--- src/rtl/button_pkg.sv ---
// button_pkg: shared channel count, button indices, default repeat mask and repeat FSM states.
package button_pkg;
    localparam int N_BTN       = 5;
    localparam int BTN_START   = 0;
    localparam int BTN_STOP    = 1;
    localparam int BTN_SOFTRST = 2;
    localparam int BTN_INC_MIN = 3;
    localparam int BTN_INC_SEC = 4;
    localparam logic [N_BTN-1:0] REPEAT_MASK = N_BTN'((1 << BTN_INC_MIN) | (1 << BTN_INC_SEC));
    typedef enum logic [1:0] {REL, DLY, RPT} rpt_state_t;
endpackage

--- src/rtl/debounce_channel.sv ---
// debounce_channel: one button channel with synchronizer, counter debouncer, edge pulses and hold-to-repeat.
module debounce_channel
    import button_pkg::*;
#(
    parameter int STABLE_CYCLES        = 5_000_000,
    parameter int REPEAT_DELAY_CYCLES  = 50_000_000,
    parameter int REPEAT_PERIOD_CYCLES = 20_000_000,
    parameter bit REPEAT_EN            = 1'b0
) (
    input  logic clk,
    input  logic rst,
    input  logic raw,
    output logic btn_level,
    output logic btn_press,
    output logic btn_release
);
    localparam int CW   = $clog2(STABLE_CYCLES);
    localparam int RMAX = REPEAT_DELAY_CYCLES > REPEAT_PERIOD_CYCLES ? REPEAT_DELAY_CYCLES : REPEAT_PERIOD_CYCLES;
    localparam int RW   = RMAX > 1 ? $clog2(RMAX) : 1;
    logic [1:0] sync_ff;
    logic sync, lvl, rise, fall, rep_hit, cnt_done;
    logic [CW-1:0] cnt;
    logic [RW-1:0] rcnt, rcnt_nxt;
    rpt_state_t state, state_nxt;
    assign sync     = sync_ff[1];
    assign cnt_done = cnt == CW'(STABLE_CYCLES - 1);
    // lvl runs one cycle ahead of btn_level so the pulses line up with the visible level change
    assign rise = lvl & ~btn_level;
    assign fall = ~lvl & btn_level;
    always_ff @(posedge clk or negedge rst) begin
        if (!rst) begin
            sync_ff     <= '0;
            lvl         <= 1'b0;
            cnt         <= '0;
            btn_level   <= 1'b0;
            btn_press   <= 1'b0;
            btn_release <= 1'b0;
            state       <= REL;
            rcnt        <= '0;
        end else begin
            sync_ff     <= {sync_ff[0], raw};
            cnt         <= (sync == lvl || cnt_done) ? '0 : cnt + CW'(1);
            lvl         <= (sync != lvl && cnt_done) ? ~lvl : lvl;
            btn_level   <= lvl;
            btn_press   <= rise | rep_hit;
            btn_release <= fall;
            state       <= state_nxt;
            rcnt        <= rcnt_nxt;
        end
    end
    // release wins over a repeat falling in the same cycle
    always_comb begin
        state_nxt = state;
        rcnt_nxt  = rcnt;
        rep_hit   = 1'b0;
        if (!REPEAT_EN || fall) begin
            state_nxt = REL;
            rcnt_nxt  = '0;
        end else begin
            case (state)
                REL: begin
                    state_nxt = rise ? DLY : REL;
                    rcnt_nxt  = '0;
                end
                DLY: begin
                    rep_hit   = rcnt == RW'(REPEAT_DELAY_CYCLES - 1);
                    state_nxt = rep_hit ? RPT : DLY;
                    rcnt_nxt  = rep_hit ? '0 : rcnt + RW'(1);
                end
                RPT: begin
                    rep_hit  = rcnt == RW'(REPEAT_PERIOD_CYCLES - 1);
                    rcnt_nxt = rep_hit ? '0 : rcnt + RW'(1);
                end
                default: state_nxt = REL;
            endcase
        end
    end
endmodule

--- src/rtl/button_conditioner.sv ---
// button_conditioner: per-channel conditioning of raw push buttons into clean levels and press/release pulses.
module button_conditioner #(
    parameter int N_BTN                   = button_pkg::N_BTN,
    parameter int STABLE_CYCLES           = 5_000_000,
    parameter int REPEAT_DELAY_CYCLES     = 50_000_000,
    parameter int REPEAT_PERIOD_CYCLES    = 20_000_000,
    parameter logic [N_BTN-1:0] REPEAT_MASK = N_BTN'(button_pkg::REPEAT_MASK)
) (
    input  logic             clk,
    input  logic             rst,
    input  logic [N_BTN-1:0] btn_raw,
    output logic [N_BTN-1:0] btn_level,
    output logic [N_BTN-1:0] btn_press,
    output logic [N_BTN-1:0] btn_release
);
    for (genvar i = 0; i < N_BTN; i++) begin : g_ch
        debounce_channel #(
            .STABLE_CYCLES       (STABLE_CYCLES),
            .REPEAT_DELAY_CYCLES (REPEAT_DELAY_CYCLES),
            .REPEAT_PERIOD_CYCLES(REPEAT_PERIOD_CYCLES),
            .REPEAT_EN           (REPEAT_MASK[i])
        ) u_ch (
            .clk        (clk),
            .rst        (rst),
            .raw        (btn_raw[i]),
            .btn_level  (btn_level[i]),
            .btn_press  (btn_press[i]),
            .btn_release(btn_release[i])
        );
    end
endmodule

--- config.mk ---
export PLATFORM = sky130hd
export DESIGN_NAME = button_conditioner
export DESIGN_NICKNAME = d
export VERILOG_FILES = /design/src/rtl/button_pkg.sv /design/src/rtl/debounce_channel.sv /design/src/rtl/button_conditioner.sv
export SDC_FILE = /design/constraint.sdc
export NUM_CORES = 1
export LEC_CHECK = 0
export CAP_MARGIN = 25
export CORE_MARGIN = 4
export CORE_UTILIZATION = 36
export DETAILED_ROUTE_END_ITERATION = 10
export PLACE_DENSITY = 0.48
export SLEW_MARGIN = 25
export SYNTH_ARGS = -nofsm -noshare
export SYNTH_HDL_FRONTEND = slang
export SYNTH_HIERARCHICAL = 1
export SYNTH_SLANG_ARGS = --single-unit
--- constraint.sdc ---
create_clock -name clk -period 2.5 [get_ports clk]
set_input_delay 0.625 -clock clk [delete_from_list [all_inputs] [get_ports clk]]
set_output_delay 0.625 -clock clk [all_outputs]
set_load 0.005 [all_outputs]
* Yosys cells after proc, flatten, opt, wreduce, memory -nomap -nowiden
Index checks and enable logic that the tools add are counted.
** Cells by class
- Add/sub/neg operators :: 7
- $mul :: 0
- Divide/modulo/power cells :: 0
- $lt $le $gt $ge :: 0
- Equality and inequality tests :: 25
- Shift operators :: 0
- Muxes and demuxes :: 25
- Bitwise operators :: 22
- Reductions and logical operators :: 14
** Operators by type and width (number)
- $mux W26 :: 6
- $pmux W26 S3 :: 2
- $add A23 B1 Y23 const B :: 5
- $eq A23 B23 Y1 const B :: 5
- $mux W23 :: 5
- $add A26 B1 Y26 const B :: 2
- $eq A26 B25 Y1 const B :: 2
- $eq A26 B26 Y1 const B :: 2
- $pmux W2 S3 :: 2
- $and A1 B1 Y1 :: 10
- $not A1 Y1 :: 10
- $mux W2 :: 4
- $reduce_bool A4 Y1 :: 2
- $eq A1 B1 Y1 :: 5
- $logic_and A1 B1 Y1 :: 5
- $logic_or A1 B1 Y1 :: 5
- $ne A1 B1 Y1 :: 5
- $eq A2 B1 Y1 const B :: 2
- $eq A2 B2 Y1 const B :: 2
- $logic_not A2 Y1 :: 2
- $mux W1 :: 4
- $ne A2 B1 Y1 const B :: 2
- $pmux W1 S2 :: 2
- $or A1 B1 Y1 :: 2
** Storage, ports and cells
- Bits in registers :: 201
- Latch bits :: 0
- RAM bits :: 0
- Memory bits (read-only) :: 0
- Input bits :: 7
- Output and inout bits :: 15
- Logic and storage cells :: 127
- Memories :: 0

* Depth between registers and ports, before layout
- Word-level depth :: 5
- Depth in mapped cells :: 8
- Mapped depth without buffers :: 6

* Cells and area by module
The synthesis kept the hierarchy.
** Modules (own cells, without submodules)
- debounce_channel at g_ch[3].u_ch ... :: times used 2, cells an instance 377, area an instance 3400.8 sq um, seq. area each 1426.4 sq um
- debounce_channel at g_ch[0].u_ch ... :: times used 3, cells an instance 136, area an instance 1373.8 sq um, seq. area each 725.7 sq um

* Worst setup path after synthesis
OpenSTA, ideal clock, no wires.
- Path type :: reg2reg
- From :: reg g_ch[3].u_ch.rcnt[10]
- To :: reg g_ch[3].u_ch.rcnt[18]
- Setup time :: 0.136 ns
- Data arrival time :: 1.870 ns
- Required time :: 2.364 ns
- Slack :: 0.494 ns
- Stages on the path, launching flop included :: 8
- Buffers on the path :: 2
- Period minus slack after synthesis :: 2.006 ns
- Path through :: dfrtp_1 buf_6 or4b_4 nor4_4 a21boi_2 buf_6 o2111ai_1 o211ai_1
** On the way
- Word-level cells in the longest chain between the ends :: 4
- Elaborated cells on any way between the ends :: 7
- Classes of those cells :: 1 x add/sub; 2 x eq/ne; 4 x mux
** RTL lines
- start, declared :: line debounce_channel.sv:23 : logic [RW-1:0] rcnt, rcnt_nxt;
- start signal, assigned :: line debounce_channel.sv:48 : rcnt <= rcnt_nxt;
- $add A26 B1 Y26 (tied with other cells) :: line debounce_channel.sv:68, debounce_channel.sv:72
- $mux W26 (on tied branches) :: line debounce_channel.sv:72, debounce_channel.sv:68
- $pmux W26 S3 (*) :: line debounce_channel.sv:60 : case (state)
- $mux W26 (*) :: line debounce_channel.sv:56 : if (!REPEAT_EN || fall) begin
Mark *: on every way between the ends. The rest lies on a longest branch, timed or not.
A chain may end at the register's enable or synchronous reset.

* Worst setup path in the final report
- From :: reg g_ch[4].u_ch.rcnt[17]
- To :: reg g_ch[4].u_ch.rcnt[19]
** On the way
- Word-level cells in the longest chain between the ends :: 4
- Elaborated cells on any way between the ends :: 7
- Classes of those cells :: 1 x add/sub; 2 x eq/ne; 4 x mux
** RTL lines (line)
- start, declared :: debounce_channel.sv:23
- start signal, assigned :: debounce_channel.sv:48
- $add A26 B1 Y26 (tied with other cells) :: debounce_channel.sv:68, debounce_channel.sv:72
- $mux W26 (on tied branches) :: debounce_channel.sv:72, debounce_channel.sv:68
- $pmux W26 S3 (*) :: debounce_channel.sv:60
- $mux W26 (*) :: debounce_channel.sv:56
Marks and branches as above.

==> results.md <==
- The post-placement worst setup slack is roughly 0.19 ns.
- The total congestion overflow is 0.
- The synthesized-area fraction occupied by ao, oa, aoi and oai cells is 11.07%.
- The height of the chip is 182.2 um.
- The net count of the mapped netlist is 1184.
- The smallest clock period supported by the final layout is computed as 2.308 ns.
- The total of flip-flops plus latches after synthesis is 201.
- The maximum cell stage delay along the critical path is 0.51 ns.
- The total number of vias is 8609.
- The power spent charging and discharging nets is 0.001539 W.
- The total routed wirelength is ~25000 um.
- Of the total synthesized cell area, the portion taken by XOR and XNOR cells is between 7 and 8%.
- Dividing the detail-routed wire length by the instance count gives 15.67 um.
- The largest driver fanout on the critical path is 5.
- The number of distinct library cells after synthesis is 56.
- The buffer count from post-CTS setup fixing is 0.
- The part of the power in the clock network is 50.4%.
- The number of antenna violations at the first check in global routing is 0.
- The worst hold slack across all endpoints is 0.04683 ns.
- CTS placed an instance of clkbuf_16 at the clock tree root.
- The relative slew slack is 40.67%.
- The area added between synthesis and finish is 15.15%.
- Setup violations remaining at the end of the flow were counted as 0.
- Of the synthesized area, sequential elements account for 46.05%.
- The cell row count is 63.
- The post-route worst setup slack is 0.1916 ns.
- The count of nets left with antenna violations once routing finished came out at 0.
- The core box area is 29800 um2.
- For the pin with the worst max-slew slack, the measured transition is 0.8859 ns.
- The pin count of the biggest net entering global routing is 57.
- The average size of a mapped cell is 9.400 um2.
- For this run, the top clock speed supported by timing is roughly 0.43 GHz.
- The standby leakage power is 5.107 nW.
- Routability-driven placement finished with a final weighted congestion of a little over 0.8.
- The number of antenna repair diodes is 0.
- For this design, the CTS-stage hold fixing added 0 buffers.
- At the worst endpoint, the required time is 2.87 ns.
- TritonCTS created 25 clock buffers.
- The worst register-to-register path has a depth of 5.
- In this run, the combinational gates consume 2.4% of the power.
- The number of pins with negative max-slew slack in the final report came to 0.
- Measured along the x axis, the die boundary spans 182.2 um.
- On the critical path, the stage with the largest delay is an instance of or4_4.
- In this run switching power makes up a little over a fifth of total power.
- The area of the die is 33190 um2.
- The flow ran to the end, and the final reports show no timing, DRC or antenna violations.
- The portion of the clock cycle consumed by the worst path in the final layout is 92.34%.
- The synthesized netlist occupies a cell area of around 11000 um2.
- After clock tree synthesis, the clock-pin slew on the worst setup and hold paths is 0.06 ns.
- The first global-routing pass estimated between 40000 and 50000 um of wire.
- The first TritonRoute pass finished after 5 iterations.
- After filler insertion, the fill cell instance count of the layout stands at 2912.
- Of the total synthesized cell area, the portion taken by full adders, half adders and majority gates is under 10%.
- The simple-gate area share of the yosys netlist is between 20 and 30%.
- The number of sinks driven by the clock tree is 201.
- The synthesized design devotes to its leading area cell type about 46% of total area.
- The most frequent standard cell in the layout excluding fill and tap cells is dfrtp_1.
- The category of the worst setup path capture point is a register.
- The minimum setup slack among reg-to-reg paths is 0.19 ns.
- The cell internal power dissipation is 0.005465 W.
- For this configuration, the core starts out at a cell density of 36.66%.
- Setup repair after global routing left no endpoint under its margin.
- Summed over all nets, the half-perimeter wirelength after detailed placement is roughly 17000 um.
- Clock skew on the completed layout was measured at approximately 0.0088 ns.
- The H-tree depth is 1.
- For this run, the number of Yosys warnings is 6.
- The cell count after synthesis is 1162.
- The first routing iteration left 494 violations.
- Of all cell types, the one taking the most synthesized area is dfrtp_1.
- Ranked by total cell area, the synthesized netlist is headed by dfrtp_1, nor2_1, xnor2_1.
- The worst path arrival time is 2.67 ns.
- The tool flagged a number of max-cap violations equal to 0.
- The element type at the critical path start is a register.
- Leaving out fill and tap cells, the most frequent cells in the layout are dfrtp_1, nor2_1, nand2_1.
- The peak supply drop is 0.0004294 V.
- The number of buffers on the longest clock path is 3.
- After routing, the total negative slack on setup checks comes to 0 ns.
- After detailed placement, the design holds a cell count of ~1600.
- The path type of the worst min-delay path is in -> async.
- The count of pins on the block boundary is 22.
- By startpoint and endpoint, the worst setup path is classified as reg -> reg.
- After synthesis, the largest family of logic cells by area is simple AND/OR/NAND/NOR gates.
- TritonCTS built the clock tree.
- The post-cts resize count is 0.
- The final-stage net count is 1226.
- The overall global routing resource usage is between 15 and 20%.
- The via count normalized by instance count is 5.344.
- The critical register-to-register path endpoint is g_ch[4].u_ch/rcnt[19].
- The post-synthesis mux area share is less than 1%.
- Traced cell by cell, the critical path runs through or4_4 -> nor4_2 -> a31oi_2 -> o21ai_1 -> o211ai_1.
- The post-route non-filler standard cell count is 1611.
- The fraction of layout instances using a drive strength above 1 is 11.06%.
- The share of total power dissipated in sequential elements is between 40% and 50%.
- Buffers placed on the I/O ports in this run total 21.
- The clock reaches the later pin of the worst-skew pair after 0.52 ns.
- The via count of the first global-routing pass is ~8500.
- In this run the critical register-to-register path is launched from g_ch[4].u_ch/rcnt[17].
- The number of remaining DRC errors is 0.
- Power spread over the standard cell area amounts to 556.9 nW/um2.
- The final hold violation count was 0.
stage by stage:
| step | power (W) | cell area (um2) | util, % |
|---|---|---|---|
| finish | 0.007004 | 12580 | 42.21 |
| global route | 0.007321 | 12580 | 42.21 |
| CTS | 0.007159 | 12580 | 42.21 |
| global placement | 0.003543 | 11770 | 39.49 |
| floorplan | 0.003426 | 10920 | - |
| detailed placement | 0.003544 | 11770 | 39.49 |
layer usage:
metal  GRT usage, %  vias to the layer above  routed length, um
met5              0                        -                  0
met4          4.053                        0                528
met3          2.193                       41                925
met2          24.18                      123              11430
met1          22.03                     4137              12370
li1               -                     4308                  -
flip-flops by register name (all words and copies together) (netlist names):
| name | cells |
|---|---|
| g_ch.u_ch/btn_press | 5 |
| g_ch.u_ch/rcnt | 52 |
| g_ch.u_ch/state | 4 |
| g_ch.u_ch/cnt | 115 |
| g_ch.u_ch/lvl | 5 |
| g_ch.u_ch/btn_level | 5 |
| g_ch.u_ch/sync_ff | 10 |
| g_ch.u_ch/btn_release | 5 |
layout make-up:
type / instances / area (um2) / area share (%)
repair buffers: 68 / 593.1 / 4.715
inverters: 54 / 202.7 / 1.611
flip-flops and latches: 201 / 5030 / 39.99
clock inverters: 9 / 78.83 / 0.6267
well taps: 390 / 488.0 / 3.879
clock buffers: 35 / 733.2 / 5.829
multi-input cells: 854 / 5453 / 43.35
Yosys cell counts, drive strengths merged:
master and number:
nor3 28, or4b 7, o221ai 28, mux2 5, o21a 8, a31oi 6, nor4 33, nand4b 7
buf 27, nand2 98, o31ai 3, nand4 64, xor2 44, o2111ai 12, o211ai 28, and4 17
or2 6, clkbuf 26, nor2b 22, a41oi 2, xnor2 45, ha 15, or3 19, nor4b 13
nand3 48, or4bb 2, a21boi 6, and2 22, nor4bb 2, a211oi 2, o21ai 39, maj3 2
inv 54, nor2 142, or4 12, and3 24, nand2b 2, a221oi 2, a21oi 29, dfrtp 201
a22oi 10
how the worst max path moves through the flow:
stage | cells after the start | slack (ns) | from | to
after floorplan | 7 | 0.49 | g_ch[3].u_ch/rcnt[10] | g_ch[3].u_ch/rcnt[18]
after CTS | 5 | 0.19 | g_ch[4].u_ch/rcnt[17] | g_ch[4].u_ch/rcnt[19]
after global placement | 5 | 0.21 | g_ch[4].u_ch/rcnt[17] | g_ch[4].u_ch/rcnt[25]
after detailed placement | 5 | 0.19 | g_ch[4].u_ch/rcnt[17] | g_ch[4].u_ch/rcnt[16]
final | 5 | 0.19 | g_ch[4].u_ch/rcnt[17] | g_ch[4].u_ch/rcnt[19]
after global routing | 5 | 0.10 | g_ch[4].u_ch/rcnt[14] | g_ch[4].u_ch/rcnt[16]
worst max-delay path: cells and delay by family, from the launching register on:
family	cells	cell delay [ns]
DFF	1	0.40
and+or+nand+nor	2	0.93
AOI/OAI and AO/OA	3	0.83
power by group through the flow:
stage                     clock network (W)  logic [W]  registers [W]
after floorplan                           0  0.0000629        0.00336
final                               0.00353   0.000166        0.00331
after CTS                           0.00367   0.000176        0.00331
after detailed placement                  0   0.000175        0.00337
after global placement                    0   0.000175        0.00337
after global routing                0.00381   0.000195        0.00331
logic make-up (layout without fill, tap and decap cells):
group	Yosys count	count (layout)
mux	5	5
flops	201	201
fa+ha+maj	17	17
xor+xnor	89	89
simple gates	568	568
buf+inv	107	166
compound gates	175	175
Note: power is estimated with default switching activity, not from simulation.
